**config.mk**
```make
export PLATFORM = sky130hd
export DESIGN_NAME = alu_lane_splitter_flat
export DESIGN_NICKNAME = d
export VERILOG_FILES = /design/src/rtl/alu_lane_splitter_if.sv /design/src/rtl/alu_lane_splitter.sv /design/src/flat_wrapper.sv
export SDC_FILE = /design/constraint.sdc
export NUM_CORES = 1
export LEC_CHECK = 0
export ABC_AREA = 1
export BUFFER_PORTS_ARGS = -buffer_cell sky130_fd_sc_hd__buf_2
export CORE_AREA = 2 2 208 210
export DETAILED_ROUTE_END_ITERATION = 10
export DIE_AREA = 0 0 210 212
export SETUP_SLACK_MARGIN = 0.2
export SYNTH_ARGS = -nofsm -noshare
export SYNTH_HDL_FRONTEND = slang
export SYNTH_SLANG_ARGS = --single-unit
```
**constraint.sdc**
```tcl
create_clock -name clk -period 23.6 [get_ports clk]
set_clock_uncertainty 0.1 [all_clocks]
set_input_delay 5.9 -clock clk [delete_from_list [all_inputs] [get_ports clk]]
set_output_delay 5.9 -clock clk [all_outputs]
set_load 0.005 [all_outputs]
```
**src/rtl/alu_lane_splitter_if.sv**
```systemverilog
// alu_lane_splitter_if
//   Bundles the instruction-side and packet-side handshakes of the ALU lane
//   splitter. The splitter connects through the slave modport; the feeder and
//   consumer environment drive through the master modport.
//
//   Instruction side (master -> slave): valid_in, hdr_in, tmask_in, data_in;
//                                       ready_in flows back.
//   Packet side (slave -> master):      valid_out, hdr_out, tmask_out, data_out,
//                                       pid_out, sop_out, eop_out;
//                                       ready_out flows back.
interface alu_lane_splitter_if #(
    parameter int THREAD_CNT = 4,
    parameter int NUM_LANES  = 2,
    parameter int HDR_DATAW  = 64,
    parameter int LANE_DATAW = 64
);
    localparam int NUM_PACKETS = THREAD_CNT / NUM_LANES;
    localparam int PID_BITS    = $clog2(NUM_PACKETS);
    localparam int PID_WIDTH   = (PID_BITS > 0) ? PID_BITS : 1;

    logic                             valid_in;
    logic                             ready_in;
    logic [HDR_DATAW-1:0]             hdr_in;
    logic [THREAD_CNT-1:0]            tmask_in;
    logic [THREAD_CNT*LANE_DATAW-1:0] data_in;

    logic                             valid_out;
    logic                             ready_out;
    logic [HDR_DATAW-1:0]             hdr_out;
    logic [NUM_LANES-1:0]             tmask_out;
    logic [NUM_LANES*LANE_DATAW-1:0]  data_out;
    logic [PID_WIDTH-1:0]             pid_out;
    logic                             sop_out;
    logic                             eop_out;

    modport master (
        output valid_in, hdr_in, tmask_in, data_in, ready_out,
        input  ready_in, valid_out, hdr_out, tmask_out, data_out,
               pid_out, sop_out, eop_out
    );

    modport slave (
        input  valid_in, hdr_in, tmask_in, data_in, ready_out,
        output ready_in, valid_out, hdr_out, tmask_out, data_out,
               pid_out, sop_out, eop_out
    );
endinterface

```
**src/rtl/alu_lane_splitter.sv**
```systemverilog
// alu_lane_splitter
//   Accepts one full-width warp instruction (THREAD_CNT lanes) per handshake
//   and replays it as THREAD_CNT/NUM_LANES narrow packets of NUM_LANES lanes.
//   Each packet carries the shared header plus pid/sop/eop so downstream units
//   can reassemble the warp result.
//
//   Ports:
//     clk    - clock
//     reset  - synchronous, active-high; drops any buffered instruction
//     bus    - alu_lane_splitter_if.slave (instruction in, packets out)
//
//   Optional build macro ALU_SPLIT_SKIP_EMPTY_EN:
//     defined   - batches with an all-zero thread mask are not emitted
//     undefined - every batch is emitted in order 0..NUM_PACKETS-1
//   In both builds an all-zero instruction mask yields exactly one packet
//   (pid 0, sop and eop set).
module alu_lane_splitter #(
    parameter int THREAD_CNT = 4,
    parameter int NUM_LANES  = 2,
    parameter int HDR_DATAW  = 64,
    parameter int LANE_DATAW = 64
) (
    input logic                clk,
    input logic                reset,
    alu_lane_splitter_if.slave bus
);
    localparam int NUM_PACKETS = THREAD_CNT / NUM_LANES;
    localparam int PID_BITS    = $clog2(NUM_PACKETS);
    localparam int PID_WIDTH   = (PID_BITS > 0) ? PID_BITS : 1;
    localparam int PKT_DATAW   = NUM_LANES * LANE_DATAW;

    typedef enum logic {
        IDLE = 1'b0,
        BUSY = 1'b1
    } state_e;

    state_e                           state_q, state_d;
    logic [PID_WIDTH-1:0]             pid_q, pid_d;
    logic                             sop_q, sop_d;
    logic                             load;

    logic [HDR_DATAW-1:0]             hdr_buf;
    logic [THREAD_CNT-1:0]            tmask_buf;
    logic [THREAD_CNT*LANE_DATAW-1:0] data_buf;

    logic [PID_WIDTH-1:0]             first_pid;
    logic [PID_WIDTH-1:0]             next_pid;
    logic                             eop_raw;
    logic [NUM_LANES-1:0]             tmask_sel;
    logic [PKT_DATAW-1:0]             data_sel;

`ifdef ALU_SPLIT_SKIP_EMPTY_EN
    // One flag per batch: does this batch have any active thread?
    logic [NUM_PACKETS-1:0] in_nz;
    logic [NUM_PACKETS-1:0] buf_nz;

    always_comb begin
        in_nz  = '0;
        buf_nz = '0;
        for (int b = 0; b < NUM_PACKETS; b++) begin
            in_nz[b]  = |bus.tmask_in[b*NUM_LANES +: NUM_LANES];
            buf_nz[b] = |tmask_buf[b*NUM_LANES +: NUM_LANES];
        end
    end

    // Lowest non-empty batch of the incoming instruction; an all-empty
    // instruction falls back to batch 0 so it still produces one packet.
    always_comb begin
        first_pid = '0;
        for (int b = NUM_PACKETS - 1; b >= 0; b--) begin
            if (in_nz[b]) begin
                first_pid = PID_WIDTH'(b);
            end
        end
    end

    // Nearest non-empty batch strictly above the current pid. If none exists
    // the current packet is the last one.
    always_comb begin
        next_pid = pid_q;
        eop_raw  = 1'b1;
        for (int b = NUM_PACKETS - 1; b >= 0; b--) begin
            if (buf_nz[b] && (b > int'(pid_q))) begin
                next_pid = PID_WIDTH'(b);
                eop_raw  = 1'b0;
            end
        end
    end
`else
    assign first_pid = '0;
    assign next_pid  = pid_q + PID_WIDTH'(1);
    // An empty instruction collapses to a single packet at pid 0.
    assign eop_raw   = (pid_q == PID_WIDTH'(NUM_PACKETS - 1)) || (tmask_buf == '0);
`endif

    // Select the batch addressed by pid from the held instruction.
    always_comb begin
        tmask_sel = '0;
        data_sel  = '0;
        for (int b = 0; b < NUM_PACKETS; b++) begin
            if (pid_q == PID_WIDTH'(b)) begin
                tmask_sel = tmask_buf[b*NUM_LANES +: NUM_LANES];
                data_sel  = data_buf[b*PKT_DATAW +: PKT_DATAW];
            end
        end
    end

    // A new instruction is taken when empty, or in the same cycle the last
    // packet of the current one leaves, so back-to-back warps see no bubble.
    assign bus.ready_in  = (state_q == IDLE) || (bus.ready_out && eop_raw);

    assign bus.valid_out = (state_q == BUSY);
    assign bus.hdr_out   = hdr_buf;
    assign bus.tmask_out = tmask_sel;
    assign bus.data_out  = data_sel;
    assign bus.pid_out   = pid_q;
    assign bus.sop_out   = sop_q;
    assign bus.eop_out   = (state_q == BUSY) && eop_raw;

    // Next-state logic: load, advance through batches, or return to idle.
    always_comb begin
        state_d = state_q;
        pid_d   = pid_q;
        sop_d   = sop_q;
        load    = 1'b0;
        case (state_q)
            IDLE: begin
                if (bus.valid_in) begin
                    load    = 1'b1;
                    state_d = BUSY;
                    pid_d   = first_pid;
                    sop_d   = 1'b1;
                end
            end
            BUSY: begin
                if (bus.ready_out) begin
                    if (!eop_raw) begin
                        pid_d = next_pid;
                        sop_d = 1'b0;
                    end else if (bus.valid_in) begin
                        load  = 1'b1;
                        pid_d = first_pid;
                        sop_d = 1'b1;
                    end else begin
                        state_d = IDLE;
                        pid_d   = '0;
                        sop_d   = 1'b0;
                    end
                end
            end
            default: begin
                state_d = IDLE;
            end
        endcase
    end

    always_ff @(posedge clk) begin
        if (reset) begin
            state_q <= IDLE;
            pid_q   <= '0;
            sop_q   <= 1'b0;
        end else begin
            state_q <= state_d;
            pid_q   <= pid_d;
            sop_q   <= sop_d;
        end
    end

    // Payload buffers need no reset; they are only observed while BUSY.
    always_ff @(posedge clk) begin
        if (load) begin
            hdr_buf   <= bus.hdr_in;
            tmask_buf <= bus.tmask_in;
            data_buf  <= bus.data_in;
        end
    end
endmodule

```
**src/flat_wrapper.sv**
```systemverilog
// flat-port wrapper written by rule: the top's interface ports become plain ports
module alu_lane_splitter_flat 
#(
    parameter int THREAD_CNT = 4,
    parameter int NUM_LANES  = 2,
    parameter int HDR_DATAW  = 64,
    parameter int LANE_DATAW = 64
)
  (clk, reset, bus_valid_in, bus_hdr_in, bus_tmask_in, bus_data_in, bus_ready_out, bus_ready_in, bus_valid_out, bus_hdr_out, bus_tmask_out, bus_data_out, bus_pid_out, bus_sop_out, bus_eop_out);
  alu_lane_splitter_if #(.THREAD_CNT(THREAD_CNT), .NUM_LANES(NUM_LANES), .HDR_DATAW(HDR_DATAW), .LANE_DATAW(LANE_DATAW)) bus_i ();
  input logic clk;
  input logic reset;
  input wire logic [$bits(bus_i.valid_in)-1:0] bus_valid_in;
  input wire logic [$bits(bus_i.hdr_in)-1:0] bus_hdr_in;
  input wire logic [$bits(bus_i.tmask_in)-1:0] bus_tmask_in;
  input wire logic [$bits(bus_i.data_in)-1:0] bus_data_in;
  input wire logic [$bits(bus_i.ready_out)-1:0] bus_ready_out;
  output wire logic [$bits(bus_i.ready_in)-1:0] bus_ready_in;
  output wire logic [$bits(bus_i.valid_out)-1:0] bus_valid_out;
  output wire logic [$bits(bus_i.hdr_out)-1:0] bus_hdr_out;
  output wire logic [$bits(bus_i.tmask_out)-1:0] bus_tmask_out;
  output wire logic [$bits(bus_i.data_out)-1:0] bus_data_out;
  output wire logic [$bits(bus_i.pid_out)-1:0] bus_pid_out;
  output wire logic [$bits(bus_i.sop_out)-1:0] bus_sop_out;
  output wire logic [$bits(bus_i.eop_out)-1:0] bus_eop_out;
  assign bus_i.valid_in = bus_valid_in;
  assign bus_i.hdr_in = bus_hdr_in;
  assign bus_i.tmask_in = bus_tmask_in;
  assign bus_i.data_in = bus_data_in;
  assign bus_i.ready_out = bus_ready_out;
  assign bus_ready_in = bus_i.ready_in;
  assign bus_valid_out = bus_i.valid_out;
  assign bus_hdr_out = bus_i.hdr_out;
  assign bus_tmask_out = bus_i.tmask_out;
  assign bus_data_out = bus_i.data_out;
  assign bus_pid_out = bus_i.pid_out;
  assign bus_sop_out = bus_i.sop_out;
  assign bus_eop_out = bus_i.eop_out;
  alu_lane_splitter #(.THREAD_CNT(THREAD_CNT), .NUM_LANES(NUM_LANES), .HDR_DATAW(HDR_DATAW), .LANE_DATAW(LANE_DATAW)) u_core (.clk(clk), .reset(reset), .bus(bus_i));
endmodule
```
==> results of run 1 <==
sequential cells by signal (all words and copies together) (netlist names):
name                  flops
u_core.tmask_buf          4
u_core.data_buf         256
u_core.bus.pid_out        1
u_core.bus.hdr_out       64
u_core.bus.valid_out      1
u_core.bus.sop_out        1
routing by layer:
layer | up-vias | wire length, um | part of all wire | track usage
li1 | 3718 | - | - | -
met1 | 3532 | 11200 | 0.38 | 0.140
met2 | 371 | 14400 | 0.49 | 0.214
met3 | 64 | 3160 | 0.11 | 0.0551
met4 | 2 | 896 | 0.030 | 0.0455
met5 | - | 7 | 0.00024 | 0
critical path, stage by stage:
cell and delay [ns]:
buf_2 0.11, nand2_1 0.07, nand2_2 0.06, buf_2 0.13
cell usage after synthesis:
master | instances | area share
inv_1 | 5 | 0.0016
nand2_2 | 1 | 0.00054
buf_6 | 10 | 0.0097
buf_2 | 17 | 0.0074
buf_4 | 2 | 0.0013
nor2_1 | 3 | 0.00097
nand2_1 | 396 | 0.13
a211oi_1 | 1 | 0.00065
a21oi_1 | 4 | 0.0017
dfxtp_1 | 3 | 0.0052
edfxtp_1 | 324 | 0.84
inv_4 | 1 | 0.00054
report_power, final:
part / internal [mW] / total (mW) / switching (mW) / leakage, nW
clock network: 0.297 / 0.515 / 0.218 / 0.520
logic: 0.0477 / 0.112 / 0.0640 / 3.29
registers: 0.682 / 0.693 / 0.0103 / 3.12
total: 1.03 / 1.32 / 0.292 / 6.92
area by class of cell:
type / count / area [um^2] / area share
Clock buffer: 44 / 910 / 0.0576
Multi-Input combinational cell: 405 / 1530 / 0.0970
Timing Repair Buffer: 532 / 2680 / 0.170
Inverter: 6 / 32.5 / 0.00206
Antenna cell: 2 / 5.00 / 0.000317
Clock inverter: 19 / 151 / 0.00959
Tap cell: 546 / 683 / 0.0433
Sequential cell: 327 / 9790 / 0.620
cells by family after synthesis:
group           Yosys count  share of synthesized area
simple gates            400                      0.130
compound gates            5                    0.00238
flops                   327                      0.847
buf+inv                  35                     0.0206
path summary, 6_finish.rpt:
| kind | from | endpoint | slack (ns) | depth (start not counted) |
|---|---|---|---|---|
| min reg2reg | u_core.bus.sop_out | u_core.bus.sop_out | 0.38 | 2 |
| max reg2reg | u_core.bus.pid_out | u_core.bus.hdr_out[24] | 19.18 | 8 |
| max | bus_ready_out | bus_ready_in | 11.32 | 4 |
| min | u_core.bus.sop_out | u_core.bus.sop_out | 0.38 | 2 |
layout by cell type, fill, tap and decap left out:
cell	count
a211oi_1	1
edfxtp_1	324
clkbuf_1	9
dfxtp_1	2
inv_4	1
clkinv_1	9
bufinv_16	2
inv_8	2
inv_6	3
clkinv_2	4
clkbuf_16	35
diode_2	2
inv_1	4
buf_4	6
nand2_2	1
nand2_1	396
dfxtp_4	1
nor2_1	3
a21oi_1	4
buf_2	526
through the flow:
| stage | std cells | cell area, um^2 |
|---|---|---|
| 2_1_floorplan | 767 | 11600 |
| 3_3_place_gp | 1816 | 14700 |
| 3_5_place_dp | 1816 | 14700 |
| 4_1_cts | 1879 | 15800 |
| 5_1_grt | 1880 | 15800 |
| 6_report | 1881 | 15800 |
==> results.sh, run 1 <==
export IMPL_synthDistinctLibCells=12
export IMPL_ir_drop_uv=55.1
export IMPL_power_density_nw_per_um2=83.6
export IMPL_drt_iter0_markers=365
export IMPL_fin_crit_ns=12.28
export IMPL_num_rows=76
export IMPL_power_leakage_nw=6.92
export IMPL_post_drt_wl_per_cell_um=15.8
export IMPL_arrival_ns=6.28
export IMPL_ant_nets=0
export IMPL_dp_hpwl_um=21100
export IMPL_port_buffer_count=526
export IMPL_worstSkewPairLatency_ns=0.54
export IMPL_grt_pass1_vias=7545
export IMPL_route_detailed_drc=0
export IMPL_dieArea_um2=44500
export IMPL_cts_resized=0
export IMPL_post_cts_buffers=0
export IMPL_ys_warn_count=0
export IMPL_setup_violations=0
export IMPL_postLayoutCoreUtil=0.371
export IMPL_clock_sinks=327
export IMPL_timing_final_hold_violations=0
export IMPL_vias=7687
export IMPL_drv_slew=0
export IMPL_worstMarginPinSlew_ns=1.11
export IMPL_via_per_inst=4.09
export IMPL_path_max_fanout=3
export IMPL_ys_seq_elements=327
export IMPL_status="finished, final reports clean"
export IMPL_pre_cts_slack_ns=11.34
export IMPL_place_congestion=0.794
export IMPL_track_usage=0.126
export IMPL_syn_avg_cell_area_um2=15.1
export IMPL_grt_max_degree=93
export IMPL_holdWs_ns=0.377
export IMPL_slew_headroom=0.258
export IMPL_hp_class="register to register"
export IMPL_cts_made_buffers=35
export IMPL_coreArea_um2=42500
export IMPL_clkTransAtPathRegs_ns=0.06
export IMPL_yosysSeqAreaShare=0.847
export IMPL_htree_levels=2
export IMPL_fin_nets=1635
export IMPL_die_h_um=212
export IMPL_fp_dieW_um=210
export IMPL_drive_above_1_share=0.436
export IMPL_finalSetupTns_ns=0
export IMPL_firstDrtPassIters=5
export IMPL_post_synth_instance_area_um2=11600
export IMPL_root_buffer="clkbuf_16"
export IMPL_antenna_found_initial=2
export IMPL_cts_tree="done"
export IMPL_synthCells=767
export IMPL_grt_pass1_wl_um=42200
export IMPL_fin_crit_sh=0.520
export IMPL_worstSetupPathType="input pin to primary output"
export IMPL_crit_required_ns=17.60
export IMPL_maxCapViolations=0
export IMPL_ioPinCount=527
export IMPL_rsz0062_at_grt="false"
export IMPL_clock_path_buffers=3
export IMPL_end_kind="primary output"
export IMPL_max_freq_ghz=0.0814
export IMPL_startpoint_type="input pin"
export IMPL_synth_nets=1095
export IMPL_initial_utilization=0.272
export IMPL_hold_buffers=0
export IMPL_gr_total_overflow=0
export IMPL_worst_slack_ns=11.32
export IMPL_wirelength_um=29700
export IMPL_synthToLayoutAreaGrowth_pct=36.6
export IMPL_fill_cells=4086
export IMPL_power_total_mw=1.32
Note: power is estimated with default switching activity, not from simulation.
==> run 2: changes to the inputs <==
Clock period 23.6 ns to 10.5 ns, I/O delays scaled along.
==> results.sh, run 2 (synthesis gave the netlist of run 1 again) <==
export IMPL_status="finished, final reports clean"
export IMPL_crit_required_ns=7.78
export IMPL_firstDrtPassIters=4
export IMPL_dieArea_um2=44500
export IMPL_rsz0062_at_grt="false"
export IMPL_power_density_nw_per_um2=193
export IMPL_pre_cts_slack_ns=4.77
export IMPL_via_per_inst=4.08
export IMPL_final_common_cell="buf_2"
export IMPL_drv_slew=0
export IMPL_fin_nets=1633
export IMPL_cts_tree="done"
export IMPL_power_leakage_nw=6.97
export IMPL_coreArea_um2=42500
export IMPL_gr_total_overflow=0
export IMPL_layout_common_cells="526 x buf_2, 396 x nand2_1, 324 x edfxtp_1"
export IMPL_setup_violations=0
export IMPL_clkTransAtPathRegs_ns=0.06
export IMPL_maxCapViolations=0
export IMPL_drive_above_1_share=0.440
export IMPL_timing_rr_start="u_core.bus.pid_out"
export IMPL_grt_pass1_vias=7750
export IMPL_root_buffer="clkbuf_16"
export IMPL_initial_utilization=0.272
export IMPL_top_register="u_core.data_buf"
export IMPL_fp_dieW_um=210
export IMPL_path_max_fanout=3
export IMPL_whs_endpoint="u_core.bus.sop_out"
export IMPL_r2r_end="u_core.data_buf[106]"
export IMPL_dp_hpwl_um=20900
export IMPL_rrSetupSlack_ns=6.53
export IMPL_hold_buffers=0
export IMPL_fill_cells=4116
export IMPL_worst_slack_ns=4.76
export IMPL_timing_final_hold_violations=0
export IMPL_antenna_found_initial=6
export IMPL_instances_no_fill=1878
export IMPL_largest_reg_flops=256
export IMPL_num_rows=76
export IMPL_finalSetupTns_ns=0
export IMPL_htree_levels=2
export IMPL_reg2reg_depth=7
export IMPL_worstSkewPairLatency_ns=0.52
export IMPL_end_kind="primary output"
export IMPL_grt_max_degree=151
export IMPL_die_h_um=212
export IMPL_dp_cells=1814
export IMPL_clock_path_buffers=3
export IMPL_hp_class="register to register"
export IMPL_grt_pass1_wl_um=42600
export IMPL_place_congestion=0.807
export IMPL_max_freq_ghz=0.174
export IMPL_ir_drop_uv=139
export IMPL_arrival_ns=3.02
export IMPL_post_cts_buffers=0
export IMPL_wirelength_um=29800
export IMPL_ioPinCount=527
export IMPL_fin_crit_ns=5.74
export IMPL_route_detailed_drc=0
export IMPL_worstMarginPinSlew_ns=1.13
export IMPL_synthToLayoutAreaGrowth_pct=37.5
export IMPL_post_drt_wl_per_cell_um=15.9
export IMPL_startpoint_type="input pin"
export IMPL_ant_nets=0
export IMPL_cts_made_buffers=35
export IMPL_vias=7670
export IMPL_fin_crit_sh=0.547
export IMPL_drt_iter0_markers=377
export IMPL_hp_start="u_core.bus.sop_out"
export IMPL_cts_resized=0
export IMPL_port_buffer_count=526
export IMPL_clock_sinks=327
export IMPL_slew_headroom=0.247
export IMPL_hold_depth=2
export IMPL_track_usage=0.126
export IMPL_worstSetupPathType="input pin to primary output"
==> run 2: changes by cell type in the layout (fill, tap and decap cells not counted), sizes merged <==
cell,delta
clkbuf,+3
clkinvlp,+1
buf,-2
inv,-4
diode,+1
bufinv,+3
clkinv,-5
==> run 2: worst max path at each step <==
stage	from	endpoint
after detailed placement	bus_ready_out	bus_ready_in
after CTS	u_core.bus.pid_out	bus_data_out[38]
after floorplan	bus_ready_out	u_core.bus.hdr_out[0]
final	bus_ready_out	bus_ready_in
after global placement	bus_ready_out	bus_ready_in
after global routing	u_core.bus.pid_out	bus_data_out[87]
==> run 2: critical path, stage by stage <==
cell and delay (ns):
buf_2 0.11, nand2_1 0.08, nand2_2 0.07, buf_2 0.13
==> run 2: per-layer routing <==
metal	vias up	share of wire	routed length (um)	GRT usage
met5	-	0.00090	27	0
met4	4	0.024	729	0.0457
met3	48	0.091	2720	0.0482
met2	355	0.50	14900	0.219
met1	3553	0.39	11500	0.140
li1	3710	-	-	-
==> run 2: area by class of cell <==
type,count,area (um^2),area share
antenna,3,7.51,0.000472
tap,546,683,0.0430
timing repair buffer,530,2680,0.168
sequential,327,9790,0.616
clock buffer,47,973,0.0613
multi-input combinational,405,1530,0.0964
inverter,6,32.5,0.00205
clock inverter,14,196,0.0124
==> run 2: metrics by stage <==
step | hold WS [ns] | utilization | cell area (um^2) | power (mW)
after floorplan | 0.354 | - | 11600 | 1.70
after global placement | 0.349 | 0.346 | 14700 | 1.84
after detailed placement | 0.358 | 0.346 | 14700 | 1.84
after CTS | 0.367 | 0.374 | 15900 | 3.12
after global routing | 0.399 | 0.374 | 15900 | 3.19
final | 0.369 | 0.374 | 15900 | 3.07
==> run 2: report_power, final <==
group          switching, mW  total [mW]  internal [mW]  leakage [nW]
combinational          0.143       0.250          0.108          3.28
sequential            0.0254        1.56           1.53          3.12
clock                  0.485        1.26          0.773         0.574
==> run 3: changes to the inputs <==
Settings changed: CORE_AREA 2 2 208 210 to 2 2 202 204, DIE_AREA 0 0 210 212 to 0 0 204 206.
Clock period 10.5 ns to 5.8 ns, I/O delays scaled along.
==> results.sh, run 3 (synthesis gave the netlist of run 1 again) <==
export IMPL_status="finished, final reports clean"
export IMPL_busiest_layer="met2"
export IMPL_cts_made_buffers=35
export IMPL_power_total_mw=5.38
export IMPL_timing_final_hold_violations=0
export IMPL_wirelength_um=29900
export IMPL_p_sw_frac=0.216
export IMPL_rsz0062_at_grt="false"
export IMPL_hp_class="register to register"
export IMPL_grt_max_degree=119
export IMPL_crit_required_ns=4.25
export IMPL_clkTransAtPathRegs_ns=0.06
export IMPL_place_area_um2=14800
export IMPL_largest_reg_flops=256
export IMPL_die_h_um=206
export IMPL_maxCapViolations=0
export IMPL_initial_utilization=0.288
export IMPL_firstDrtPassIters=5
export IMPL_clock_sinks=327
export IMPL_fill_cells=3873
export IMPL_dp_hpwl_um=21500
export IMPL_route_detailed_drc=0
export IMPL_grt_util_met2=0.227
export IMPL_p_clk_frac=0.389
export IMPL_seqPwrFrac=0.524
export IMPL_cts_resized=0
export IMPL_via_per_inst=4.11
export IMPL_htree_levels=2
export IMPL_drt_iter0_markers=380
export IMPL_final_seq_area_um2=9790
export IMPL_clock_path_buffers=3
export IMPL_cts_tree="done"
export IMPL_layout_common_cells="526 x buf_2, 394 x nand2_1, 324 x edfxtp_1"
export IMPL_p_int_mw=4.22
export IMPL_end_kind="primary output"
export IMPL_grt_pass1_wl_um=41900
export IMPL_track_usage=0.133
export IMPL_ioPinCount=527
export IMPL_coreArea_um2=40200
export IMPL_fin_area_um2=15900
export IMPL_worstSkewPairLatency_ns=0.52
export IMPL_top_register="u_core.data_buf"
export IMPL_num_rows=74
export IMPL_arrival_ns=2.51
export IMPL_dieArea_um2=42000
export IMPL_fin_nets=1640
export IMPL_use_met1=0.150
export IMPL_fin_crit_sh=0.701
export IMPL_power_leakage_nw=6.97
export IMPL_startpoint_type="register"
export IMPL_place_congestion=0.805
export IMPL_finalSetupTns_ns=0
export IMPL_final_common_cell="buf_2"
export IMPL_instances_no_fill=1868
export IMPL_drv_slew=0
export IMPL_setup_violations=0
export IMPL_path_max_fanout=72
export IMPL_vias=7678
export IMPL_p_switching_mw=1.16
export IMPL_post_drt_wl_per_cell_um=16.0
export IMPL_antenna_found_initial=3
export IMPL_post_cts_buffers=0
export IMPL_worstMarginPinSlew_ns=0.829
export IMPL_power_density_nw_per_um2=339
export IMPL_max_freq_ghz=0.246
export IMPL_fp_dieW_um=204
export IMPL_gr_total_overflow=0
export IMPL_port_buffer_count=526
export IMPL_drive_above_1_share=0.440
export IMPL_p_comb_frac=0.087
export IMPL_use_met3=0.0453
export IMPL_fin_crit_ns=4.06
export IMPL_root_buffer="clkbuf_16"
export IMPL_ant_nets=0
export IMPL_dp_cells=1807
export IMPL_slew_headroom=0.448
export IMPL_worstSetupPathType="register to primary output"
export IMPL_multi_input_area_um2=1560
export IMPL_grt_pass1_vias=7660
export IMPL_ir_drop_uv=253
export IMPL_synthToLayoutAreaGrowth_pct=37.4
export IMPL_hold_buffers=0
run 3: cell types whose count changed in the layout (fill, tap and decap cells not counted), sizes merged:
cell / delta
buf: +7
bufinv: -3
clkbuf: -5
clkinv: +6
inv: -1
run 3: final cells by class:
class | instances | share of cell area
sequential | 327 | 0.616
timing repair buffer | 537 | 0.174
multi-input combinational | 405 | 0.0982
clock buffer | 42 | 0.0595
tap | 532 | 0.0419
clock inverter | 16 | 0.00764
inverter | 6 | 0.00181
antenna | 3 | 0.000473
run 3: final timing paths:
check                                   startpoint                   to  slack, ns  depth (start not counted)
worst min-delay path            u_core.bus.sop_out   u_core.bus.sop_out       0.42                          2
worst max-delay path            u_core.bus.pid_out     bus_data_out[45]       1.74                          5
worst max register to register  u_core.bus.pid_out  u_core.data_buf[79]       2.18                          7
worst min register to register  u_core.bus.sop_out   u_core.bus.sop_out       0.42                          2
run 3: power groups by stage:
stage	combinational [mW]	sequential [mW]	clock (mW)
3_5_place_dp	0.478	2.87	0
4_1_cts	0.480	2.82	2.16
5_1_grt	0.523	2.83	2.24
6_report	0.468	2.82	2.09
3_3_place_gp	0.471	2.86	0
2_1_floorplan	0.186	2.89	0
run 3: per-stage QoR:
step	setup slack [ns]	hold WS [ns]	util
floorplan	-1.18	0.354	-
global placement	2.24	0.421	0.369
detailed placement	2.18	0.425	0.369
CTS	1.70	0.435	0.395
global route	1.59	0.453	0.395
finish	1.74	0.421	0.395
run 3: worst max-delay path, cell delays in order, from the launching register on:
cell and delay (ns):
dfxtp_4 0.50, inv_4 0.62, buf_12 0.33, nand2_1 0.09, nand2_1 0.11, buf_2 0.13
run 3: metal layers:
metal | up-vias | share of wire
met5 | - | 0
met4 | 0 | 0.028
met3 | 50 | 0.095
met2 | 357 | 0.50
met1 | 3540 | 0.38
li1 | 3731 | -
